===== config.mk =====
export PLATFORM = sky130hd
export DESIGN_NAME = sync_fn_arbiter
export DESIGN_NICKNAME = d
export VERILOG_FILES = /design/src/rtl/sync_fn_arbiter_pkg.sv /design/src/rtl/sync_fn_arbiter_chk.sv /design/src/rtl/tag_fifo.sv /design/src/rtl/sync_fn_arbiter.sv
export SDC_FILE = /design/constraint.sdc
export NUM_CORES = 1
export LEC_CHECK = 0
export CAP_MARGIN = 20
export CORE_MARGIN = 2
export CORE_UTILIZATION = 35
export CTS_CLUSTER_SIZE = 30
export DETAILED_ROUTE_END_ITERATION = 10
export PLACE_DENSITY = 0.82
export SETUP_SLACK_MARGIN = 0.15
export SYNTH_ARGS = -nofsm -noshare
export SYNTH_HDL_FRONTEND = slang
export SYNTH_SLANG_ARGS = --single-unit

===== constraint.sdc =====
create_clock -name clk -period 3.4 [get_ports clk]
set_input_delay 0.51 -clock clk [delete_from_list [all_inputs] [get_ports clk]]
set_output_delay 0.51 -clock clk [all_outputs]
set_load 0.02 [all_outputs]

===== src/rtl/sync_fn_arbiter_pkg.sv =====
// Shared definitions for the function-unit arbiter: data width and tag sizing helper.
package sync_fn_arbiter_pkg;

    localparam int INT_N = 16;

    typedef logic [INT_N-1:0] int_t;

    // Tag/pointer width that stays at least one bit for degenerate sizes.
    function automatic int tag_width(input int n);
        return (n > 1) ? $clog2(n) : 1;
    endfunction

endpackage


===== src/rtl/sync_fn_arbiter_chk.sv =====
// Protocol watchdog for the shared unit's return channel.
module sync_fn_arbiter_chk (
    input logic clk,
    input logic rst,
    input logic fn_out_valid,
    input logic fifo_empty
);

    // With no tag outstanding, the unit has no business presenting a result.
    unexpected_result_a: assert property (@(posedge clk) disable iff (rst) !(fn_out_valid && fifo_empty));

endmodule


===== src/rtl/tag_fifo.sv =====
// In-order tag FIFO: remembers which requester owns each result still inside the unit.
module tag_fifo
    import sync_fn_arbiter_pkg::*;
#(
    parameter int W     = 2,
    parameter int DEPTH = 4
) (
    input  logic         clk,
    input  logic         rst,
    input  logic         push,
    input  logic         pop,
    input  logic [W-1:0] din,
    output logic [W-1:0] head,
    output logic         full,
    output logic         empty
);

    localparam int PW = tag_width(DEPTH);
    localparam int CW = $clog2(DEPTH) + 1;

    logic [W-1:0]  mem_r [DEPTH];
    logic [PW-1:0] rd_r;
    logic [PW-1:0] wr_r;
    logic [CW-1:0] count_r;
    logic          do_push_s;
    logic          do_pop_s;

    function automatic logic [PW-1:0] ptr_inc(input logic [PW-1:0] p);
        return (p == PW'(DEPTH - 1)) ? {PW{1'b0}} : p + PW'(1);
    endfunction

    // No bypass: a full FIFO refuses a push even when a pop frees a slot this cycle.
    always_comb begin
        full      = (count_r == CW'(DEPTH));
        empty     = (count_r == {CW{1'b0}});
        do_push_s = push & ~full;
        do_pop_s  = pop & ~empty;
        head      = mem_r[rd_r];
    end

    // Pointer and occupancy bookkeeping.
    always_ff @(posedge clk) begin
        if (rst) begin
            rd_r    <= {PW{1'b0}};
            wr_r    <= {PW{1'b0}};
            count_r <= {CW{1'b0}};
        end else begin
            rd_r <= do_pop_s  ? ptr_inc(rd_r) : rd_r;
            wr_r <= do_push_s ? ptr_inc(wr_r) : wr_r;
            case ({do_push_s, do_pop_s})
                2'b10:   count_r <= count_r + CW'(1);
                2'b01:   count_r <= count_r - CW'(1);
                default: count_r <= count_r;
            endcase
        end
    end

    // Tag storage.
    always_ff @(posedge clk) begin
        if (do_push_s) begin
            mem_r[wr_r] <= din;
        end
    end

endmodule


===== src/rtl/sync_fn_arbiter.sv =====
// Round-robin sharing of one valid/ready function unit among N requesters, with
// in-order result routing driven by a tag FIFO; zero added latency both ways.
module sync_fn_arbiter
    import sync_fn_arbiter_pkg::*;
#(
    parameter int N     = 4,
    parameter int DEPTH = 4
) (
    input  logic                 clk,
    input  logic                 rst,
    input  logic [N-1:0]         req_valid,
    output logic [N-1:0]         req_ready,
    input  logic [N*INT_N-1:0]   req_data,
    output logic [N-1:0]         resp_valid,
    input  logic [N-1:0]         resp_ready,
    output logic [INT_N-1:0]     resp_data,
    output logic                 fn_in_valid,
    input  logic                 fn_in_ready,
    output logic [INT_N-1:0]     fn_in0,
    input  logic                 fn_out_valid,
    output logic                 fn_out_ready,
    input  logic [INT_N-1:0]     fn_out0
);

    localparam int TW = tag_width(N);

    logic [TW-1:0] rr_ptr_r;
    logic [TW-1:0] grant_s;
    logic [TW-1:0] head_s;
    logic          can_issue_s;
    logic          issue_s;
    logic          pop_s;
    logic          fifo_empty_s;
    logic          fifo_full_s;

    function automatic logic [N-1:0] onehot(input logic [TW-1:0] idx);
        logic [N-1:0] v;
        v      = {N{1'b0}};
        v[idx] = 1'b1;
        return v;
    endfunction

    // Rotate so rr_ptr sits at bit 0, take the lowest set bit, then rotate back.
    function automatic logic [TW-1:0] rr_pick(input logic [N-1:0] valid, input logic [TW-1:0] ptr);
        logic [2*N-1:0] dbl;
        logic [TW-1:0]  pick;
        logic [TW:0]    sum;
        dbl  = {valid, valid} >> ptr;
        pick = {TW{1'b0}};
        for (int i = N - 1; i >= 0; i--) begin
            pick = dbl[i] ? TW'(i) : pick;
        end
        sum = {1'b0, pick} + {1'b0, ptr};
        sum = (sum >= (TW+1)'(N)) ? sum - (TW+1)'(N) : sum;
        return sum[TW-1:0];
    endfunction

    // Issue path toward the unit.
    always_comb begin
        grant_s     = rr_pick(req_valid, rr_ptr_r);
        can_issue_s = (|req_valid) & ~fifo_full_s & ~rst;
        issue_s     = can_issue_s & fn_in_ready;
        fn_in_valid = can_issue_s;
        fn_in0      = req_data[32'(grant_s) * INT_N +: INT_N];
        if (issue_s) begin
            req_ready = onehot(grant_s);
        end else begin
            req_ready = {N{1'b0}};
        end
    end

    // Return path: the oldest tag decides who sees the result and whose ready counts.
    always_comb begin
        if (!fifo_empty_s && !rst) begin
            fn_out_ready = resp_ready[head_s];
            resp_valid   = fn_out_valid ? onehot(head_s) : {N{1'b0}};
        end else begin
            fn_out_ready = 1'b0;
            resp_valid   = {N{1'b0}};
        end
        resp_data = fn_out0;
        pop_s     = fn_out_valid & fn_out_ready;
    end

    // Round-robin pointer moves just past the requester that was served.
    always_ff @(posedge clk) begin
        if (rst) begin
            rr_ptr_r <= {TW{1'b0}};
        end else if (issue_s) begin
            rr_ptr_r <= (grant_s == TW'(N - 1)) ? {TW{1'b0}} : grant_s + TW'(1);
        end else begin
            rr_ptr_r <= rr_ptr_r;
        end
    end

    tag_fifo #(
        .W     (TW),
        .DEPTH (DEPTH)
    ) u_fifo (
        .clk   (clk),
        .rst   (rst),
        .push  (issue_s),
        .pop   (pop_s),
        .din   (grant_s),
        .head  (head_s),
        .full  (fifo_full_s),
        .empty (fifo_empty_s)
    );

    sync_fn_arbiter_chk u_chk (
        .clk          (clk),
        .rst          (rst),
        .fn_out_valid (fn_out_valid),
        .fifo_empty   (fifo_empty_s)
    );

endmodule


* Yosys cells after proc, flatten, opt, wreduce, memory -nomap -nowiden
Memories as Yosys holds them, arrays and structs flattened. A register that Yosys moved wholly into a read port is not among the register bits.
Cells that the tools add are included.
** Operators by class
- $add $sub $neg :: 7
- Magnitude comparators :: 5
- Eq/ne operators :: 6
- Shift operators :: 2
- Mux-type cells :: 23
- Bitwise operators :: 9
- Reduce and logical (&&, ||, !) cells :: 8
** Operator list (number)
- $shiftx 64x7->16 :: 1
- $mux 2 :: 10
- $mux 4 :: 3
- $eq 2x2->1 const B :: 4
- $shr 8x2->4 :: 1
- $add 2x1->2 const B :: 3
- $and 1x1->1 :: 6
- $lt 2x3->1 const B :: 2
- $mux 1 :: 6
- $pmux 3 s2 :: 1
- $demux 1 s2 :: 2
- $ge 2x1->1 const B :: 2
- $reduce_or 4->1 :: 1
- $add 2x2->3 :: 1
- $add 3x1->3 const B :: 1
- $eq 3x3->1 const B :: 1
- $ge 3x3->1 const B :: 1
- $logic_and 1x1->1 :: 3
- $logic_not 3->1 :: 1
- $not 1->1 :: 3
- $sub 3x1->3 const B :: 1
- $bmux 1 s2 :: 1
- $eq 2x1->1 const B :: 1
- $logic_not 1->1 :: 2
- other kinds (2) :: 2
** Word-level totals
- Register bits :: 9
- Memory bits (writable) :: 8
- Bits of input ports :: 92
- Output and inout port bits :: 42
- Logic and storage cells :: 65
- Memories :: 1
** Memories
- u_fifo.mem_r :: depth 4, bits a word 2, read ports 1, clocked after Yosys merged registers in 1, wr ports 1, line tag_fifo.sv:21 : logic [W-1:0] mem_r [DEPTH];

* Logic depth before layout (Yosys ltp)
- Depth in word-level cells :: 13
- Gate-level depth with buffers :: 13
- Mapped depth without buffers :: 11

* Hierarchy
A second synthesis with hierarchy kept.
** Second synthesis, totals
- Cell total of the unflattened synthesis :: 162
- Area total of the unflattened synthesis :: 1806.7 sq um
** Modules (own cells, without submodules)
- sync_fn_arbiter :: times used 1, cells an instance 100, area each 1012.2 sq um, seq. area each 40.0 sq um
- tag_fifo :: times used 1, cells an instance 62, area each 794.5 sq um, seq. area each 420.4 sq um

* Least setup slack after synthesis
No wires, ideal clock.
- Kind :: input to output
- Start point :: in req_valid[3]
- End point :: out req_ready[0]
- Data arrival time :: 2.798 ns
- Required time :: 2.890 ns
- Slack :: 0.092 ns
- Stages :: 11
- Buffers on the path :: 3
- Cells stage by stage :: buf_6 > nor2_1 > nor4_1 > a21oi_1 > o21ai_0 > ha_1 > clkbuf_1 > buf_1 > inv_1 > ha_1 > and3_1
** Between the ends
- Cells in the longest elaborated chain, start to end :: 13
- Elaborated cells on any way between the ends :: 19
- Those cells by class :: add/sub (2); order compare (3); shift (1); mux (8); bitwise (3); reduce/logical (2)
** Ends and longest elaborated chain
- start: declaration :: line sync_fn_arbiter.sv:11 : input logic [N-1:0] req_valid,
- $shr 8x2->4 * :: line sync_fn_arbiter.sv:48 : dbl = {valid, valid} >> ptr;
- $mux 2 (3 in a row) :: line sync_fn_arbiter.sv:51 : pick = dbl[i] ? TW'(i) : pick;
- $mux 2 * :: line sync_fn_arbiter.sv:51
- $add 2x2->3 * :: line sync_fn_arbiter.sv:53 : sum = {1'b0, pick} + {1'b0, ptr};
- $ge 3x3->1 or $sub 2x1->2 (tied branches) :: line sync_fn_arbiter.sv:54 : sum = (sum >= (TW+1)'(N)) ? sum - (TW+1)'(N) : sum;
- $mux 2 * :: line sync_fn_arbiter.sv:54
- via grant_s[0] :: line sync_fn_arbiter.sv:28 : logic [TW-1:0] grant_s;
- $lt 2x3->1 (not written as such) or $ge 2x1->1 (tied branches) :: line sync_fn_arbiter.sv:39 : v[idx] = 1'b1;
- $logic_and 1x1->1 (not written as such) :: line sync_fn_arbiter.sv:39
- $mux 1 (not written as such) :: line sync_fn_arbiter.sv:39
- $demux 1 s2 * :: line sync_fn_arbiter.sv:39
- $mux 4 * :: line sync_fn_arbiter.sv:65 : if (issue_s) begin
- end: declaration :: line sync_fn_arbiter.sv:12 : output logic [N-1:0] req_ready,
Mark *: on every way through the listed nets, which the timed path passes. The rest lies on a longest branch.

* Worst setup path after layout
- Start point :: in req_valid[2]
- End point :: out req_ready[1]
** Between the ends
- Cells in the longest elaborated chain, start to end :: 13
- Elaborated cells on any way between the ends :: 19
- Those cells by class :: add/sub (2); order compare (3); shift (1); mux (8); bitwise (3); reduce/logical (2)
** Ends and longest elaborated chain (line)
- $shr 8x2->4 :: sync_fn_arbiter.sv:48
- $mux 2 (4 in a row) :: sync_fn_arbiter.sv:51
- $add 2x2->3 :: sync_fn_arbiter.sv:53
- $ge 3x3->1 or $sub 2x1->2 (tied branches) :: sync_fn_arbiter.sv:54
- $mux 2 :: sync_fn_arbiter.sv:54
- $lt 2x3->1 (not written as such) or $ge 2x1->1 (tied branches) :: sync_fn_arbiter.sv:39
- $logic_and 1x1->1 (not written as such) :: sync_fn_arbiter.sv:39
- $mux 1 (not written as such) :: sync_fn_arbiter.sv:39
- $demux 1 s2 :: sync_fn_arbiter.sv:39
- $mux 4 * :: sync_fn_arbiter.sv:65
Every way passes the cells marked *; elsewhere a longest branch is shown, timed or not.

==> impl_metrics.toml <==
[run_status]
outcome = "complete, no violations"

[floorplanning]
floorplan.initialDensity_pct = 35.9
floorplan.die.width_um = 75.9
fp.dieH_um = 75.9
floorplan.io_pins = 134
fp.dieArea_mm2 = 0.00576
core-area_mm2 = 0.00504
rows = 26

[critical_path]
critical_path_arrival_ns = 2.53
required_ns = 2.89
timing.reg2reg.worst_path_depth = 10
critical_path_buf_inv_count = 4
timing.critical_path.fanout_max = 5
cpMaxStageDelayCell = "sky130_fd_sc_hd__dlygate4sd2_1"
crit_path_max_incr_delay_ns = 0.33
critical_path.cell_chain = "dlygate4sd2_1 -> nor2_1 -> a221oi_1 -> o21ai_1 -> ha_2 -> xor2_4 -> buf_4 -> buf_4 -> ha_1 -> and3_1 -> dlygate4sd2_1"
critical_path.endpoint_type = "primary output"
cp-start-kind = "input port"
reg2reg_slack_ns = 0.51
critPathTopFamily = "buffers and inverters"
category_of_the_most_critical_setup_path = "input port to primary output"
rr_endpoint = "u_fifo.count_r[2]$_SDFFE_PP0P_"

[synth]
async_flop_share_pct = 0
yosys_warnings = 0
synthFlopType = "sky130_fd_sc_hd__dfxtp_1"
synth_area_per_cell_um2 = 9.68
compound_gate_portion_of_the_synthesized_area_pct = 5.67
synth_enable_flop_cells = 8
synth_xor_area_share_pct = 2.49
synthMuxAreaShare_pct = 32.9
syn_inst = 187
ys_seq_area_share_pct = 25.4
cell_type_contributing_the_most_total_cell_area_after_synthesis = "sky130_fd_sc_hd__mux2i_1"
synth_area_leaders = "sky130_fd_sc_hd__mux2i_1 (30%), sky130_fd_sc_hd__edfxtp_1 (13%), sky130_fd_sc_hd__dfxtp_1 (12%)"
synth_nets = 291
post_synth_num_cell_types = 33
synth_area_mm2 = 0.00181
synthesized_area_fraction_occupied_by_adder_cells_pct = 8.71
synthesized_area_fraction_occupied_by_and_or_nand_nor_cells_pct = 12.4
yosysTopAreaCellShare_pct = 30.4
synth_seq_cells = 19
combinational_family_with_the_most_area_after_synthesis = "multiplexers"

[cts]
clock_tree_sinks = 19
cts-root-to-sink-buffers = 2
clock_tree_from_tritoncts = "done"
cts_buffers = 3
clk_latency_ns = 0.25
cts.reportedPaths.clkPinSlew_ns = 0.07
cts-root-buf = "sky130_fd_sc_hd__clkbuf_8"
cts-htree-levels = 1

[global_route]
antenna_violations_before_repair = 0
groute.usage.overall_pct = 15.9
pin_count_of_the_biggest_net_entering_global_routing = 15
grt_pass1_wl_um = 7050
grt_pass1_vias = 1637
grt_overflow_total = 0

[sta]
final.min_clock_period_ns = 3.04
fin_hold_ws_ns = 0.538
report.final.hold_viol_count = 0
setup_repair_after_global_routing_missed_its_margin = "no"
final_critical_path_setup_slack_ns = 0.357
worst-slew-pin-transition_ns = 0.257
finClkSkew_ns = 0.00665
setup-violations-final = 0
max-slew-margin-rel_pct = 82.8
timing.final.crit_share_pct = 89.5
finalMaxSlewViolations = 0
fmax_mhz = 329

[route]
routedWlPerCell_um = 12.7
avgViaCountPerCell = 4.73
final_antenna_net_count = 0
dr_drc_count = 0
iter_0_drt_violations = 64
routed_wirelength_um = 4530
drt_pre_antenna_iters = 4
detailroute.via_count = 1693

[placement]
post-place-ws_ns = -0.322
place.gp.congestion = 0.744
port-buffer-count = 101
dp_hpwl_um = 3810

[power_and_ir_drop]
leakage_power_figure_nw = 1.40
pwr_density_cell_mw_per_mm2 = 372
power_mw = 1.11
vdd.ir_drop.worst_uv = 208

[flow_run]
cap_viol_max_count = 0

[worst_hold_path]
min-delay-start = "u_fifo.count_r[2]$_SDFFE_PP0P_"
holdCritPathClass = "flop to flop"
holdPathEnd = "u_fifo.count_r[2]$_SDFFE_PP0P_"
min_path_cells = 2

[cells_and_area]
multiInputGateArea_mm2 = 0.00113
post_route_cells_drive_above_1_share_pct = 15.3
seq_area_um2 = 462
diodes = 0
final.fill_count = 434
final_nets = 393
layout-area-overhead-vs-synth_pct = 65.4
[power breakdown]
group	total (mW)	internal (mW)	switching [mW]
Sequential	0.269	0.256	0.0125
Combinational	0.698	0.384	0.314
Clock	0.147	0.0811	0.0655
Total	1.11	0.721	0.392
[worst max-delay path by stage]
stage	to	slack, ns	cells past startpoint	from
after detailed placement	fn_in0[10]	-0.32	10	req_valid[2]
after global placement	fn_in0[10]	-0.31	10	req_valid[2]
final	req_ready[1]	0.36	11	req_valid[2]
after floorplan	req_ready[0]	0.29	11	req_valid[3]
after global routing	fn_in0[8]	0.16	12	req_valid[0]
after CTS	req_ready[1]	0.32	10	rr_ptr_r[0]$_SDFFE_PP0P_
[per-layer routing]
metal	global-route usage, %	up-vias	share of wire [%]
met3	3.04	8	7.2
met4	5.26	0	2.0
li1	-	847	-
met2	31.4	68	55
met1	16.5	770	36
met5	0	-	0
[tightest hold or removal path: stages, from the launching register on]
cell and delay, ns:
sky130_fd_sc_hd__dfxtp_1 0.35, sky130_fd_sc_hd__o21ai_0 0.08, sky130_fd_sc_hd__a21oi_1 0.06
[synth_stat cells (3+ instances only)]
cell type / instances
sky130_fd_sc_hd__a21oi_1: 6
sky130_fd_sc_hd__and3_1: 9
sky130_fd_sc_hd__buf_4: 16
sky130_fd_sc_hd__buf_6: 4
sky130_fd_sc_hd__clkbuf_1: 3
sky130_fd_sc_hd__dfxtp_1: 11
sky130_fd_sc_hd__edfxtp_1: 8
sky130_fd_sc_hd__ha_1: 11
sky130_fd_sc_hd__inv_1: 9
sky130_fd_sc_hd__mux2i_1: 55
sky130_fd_sc_hd__nor2_1: 23
sky130_fd_sc_hd__nor3_1: 7
[per-stage QoR]
stage / util (%) / TNS (ns) / instances / instance area (µm²)
final: 59.3 / 0 / 358 / 2990
after global routing: 59.3 / 0 / 358 / 2990
after CTS: 59.4 / 0 / 358 / 3000
after detailed placement: 57.3 / -5.42 / 350 / 2890
after global placement: 57.3 / -4.99 / 350 / 2890
after floorplan: - / 0 / 187 / 1810
[cell families (layout without fill, tap and decap cells)]
logic type	count (synthesis)	after routing
compound gates	14	14
xor+xnor	3	3
fa+ha+maj	12	12
buf+inv	35	136
flops	19	19
mux	57	57
simple gates	47	47
[cells in the final DEF (no fill, tap or decap), drive strengths merged, types with 2 or more instances in the layout]
| cell | instances |
|---|---|
| a21oi | 7 |
| a221oi | 2 |
| and2 | 2 |
| and3 | 9 |
| buf | 20 |
| clkbuf | 4 |
| clkdlybuf4s15 | 16 |
| clkdlybuf4s50 | 77 |
| dfxtp | 11 |
| dlygate4sd2 | 7 |
| edfxtp | 8 |
| ha | 11 |
| inv | 10 |
| mux2i | 55 |
| mux4 | 2 |
| nor2 | 23 |
| nor3 | 7 |
| o21ai | 2 |
| xor2 | 3 |
[cell type report]
class	count	area share [%]
Timing Repair Buffer	122	41.1
Multi-Input combinational cell	133	37.7
Sequential cell	19	15.4
Tap cell	70	2.93
Clock buffer	3	1.38
Inverter	10	1.25
Clock inverter	1	0.167
[what timing repair did]
action	4_1_cts	5_1_grt
gates resized for setup	53	2
buffers inserted	3	0
pin swaps	1	0
endpoints found under the setup margin	20	1
cloned	1	0
hold buffers	0	0
Note: power is estimated with default switching activity, not from simulation.
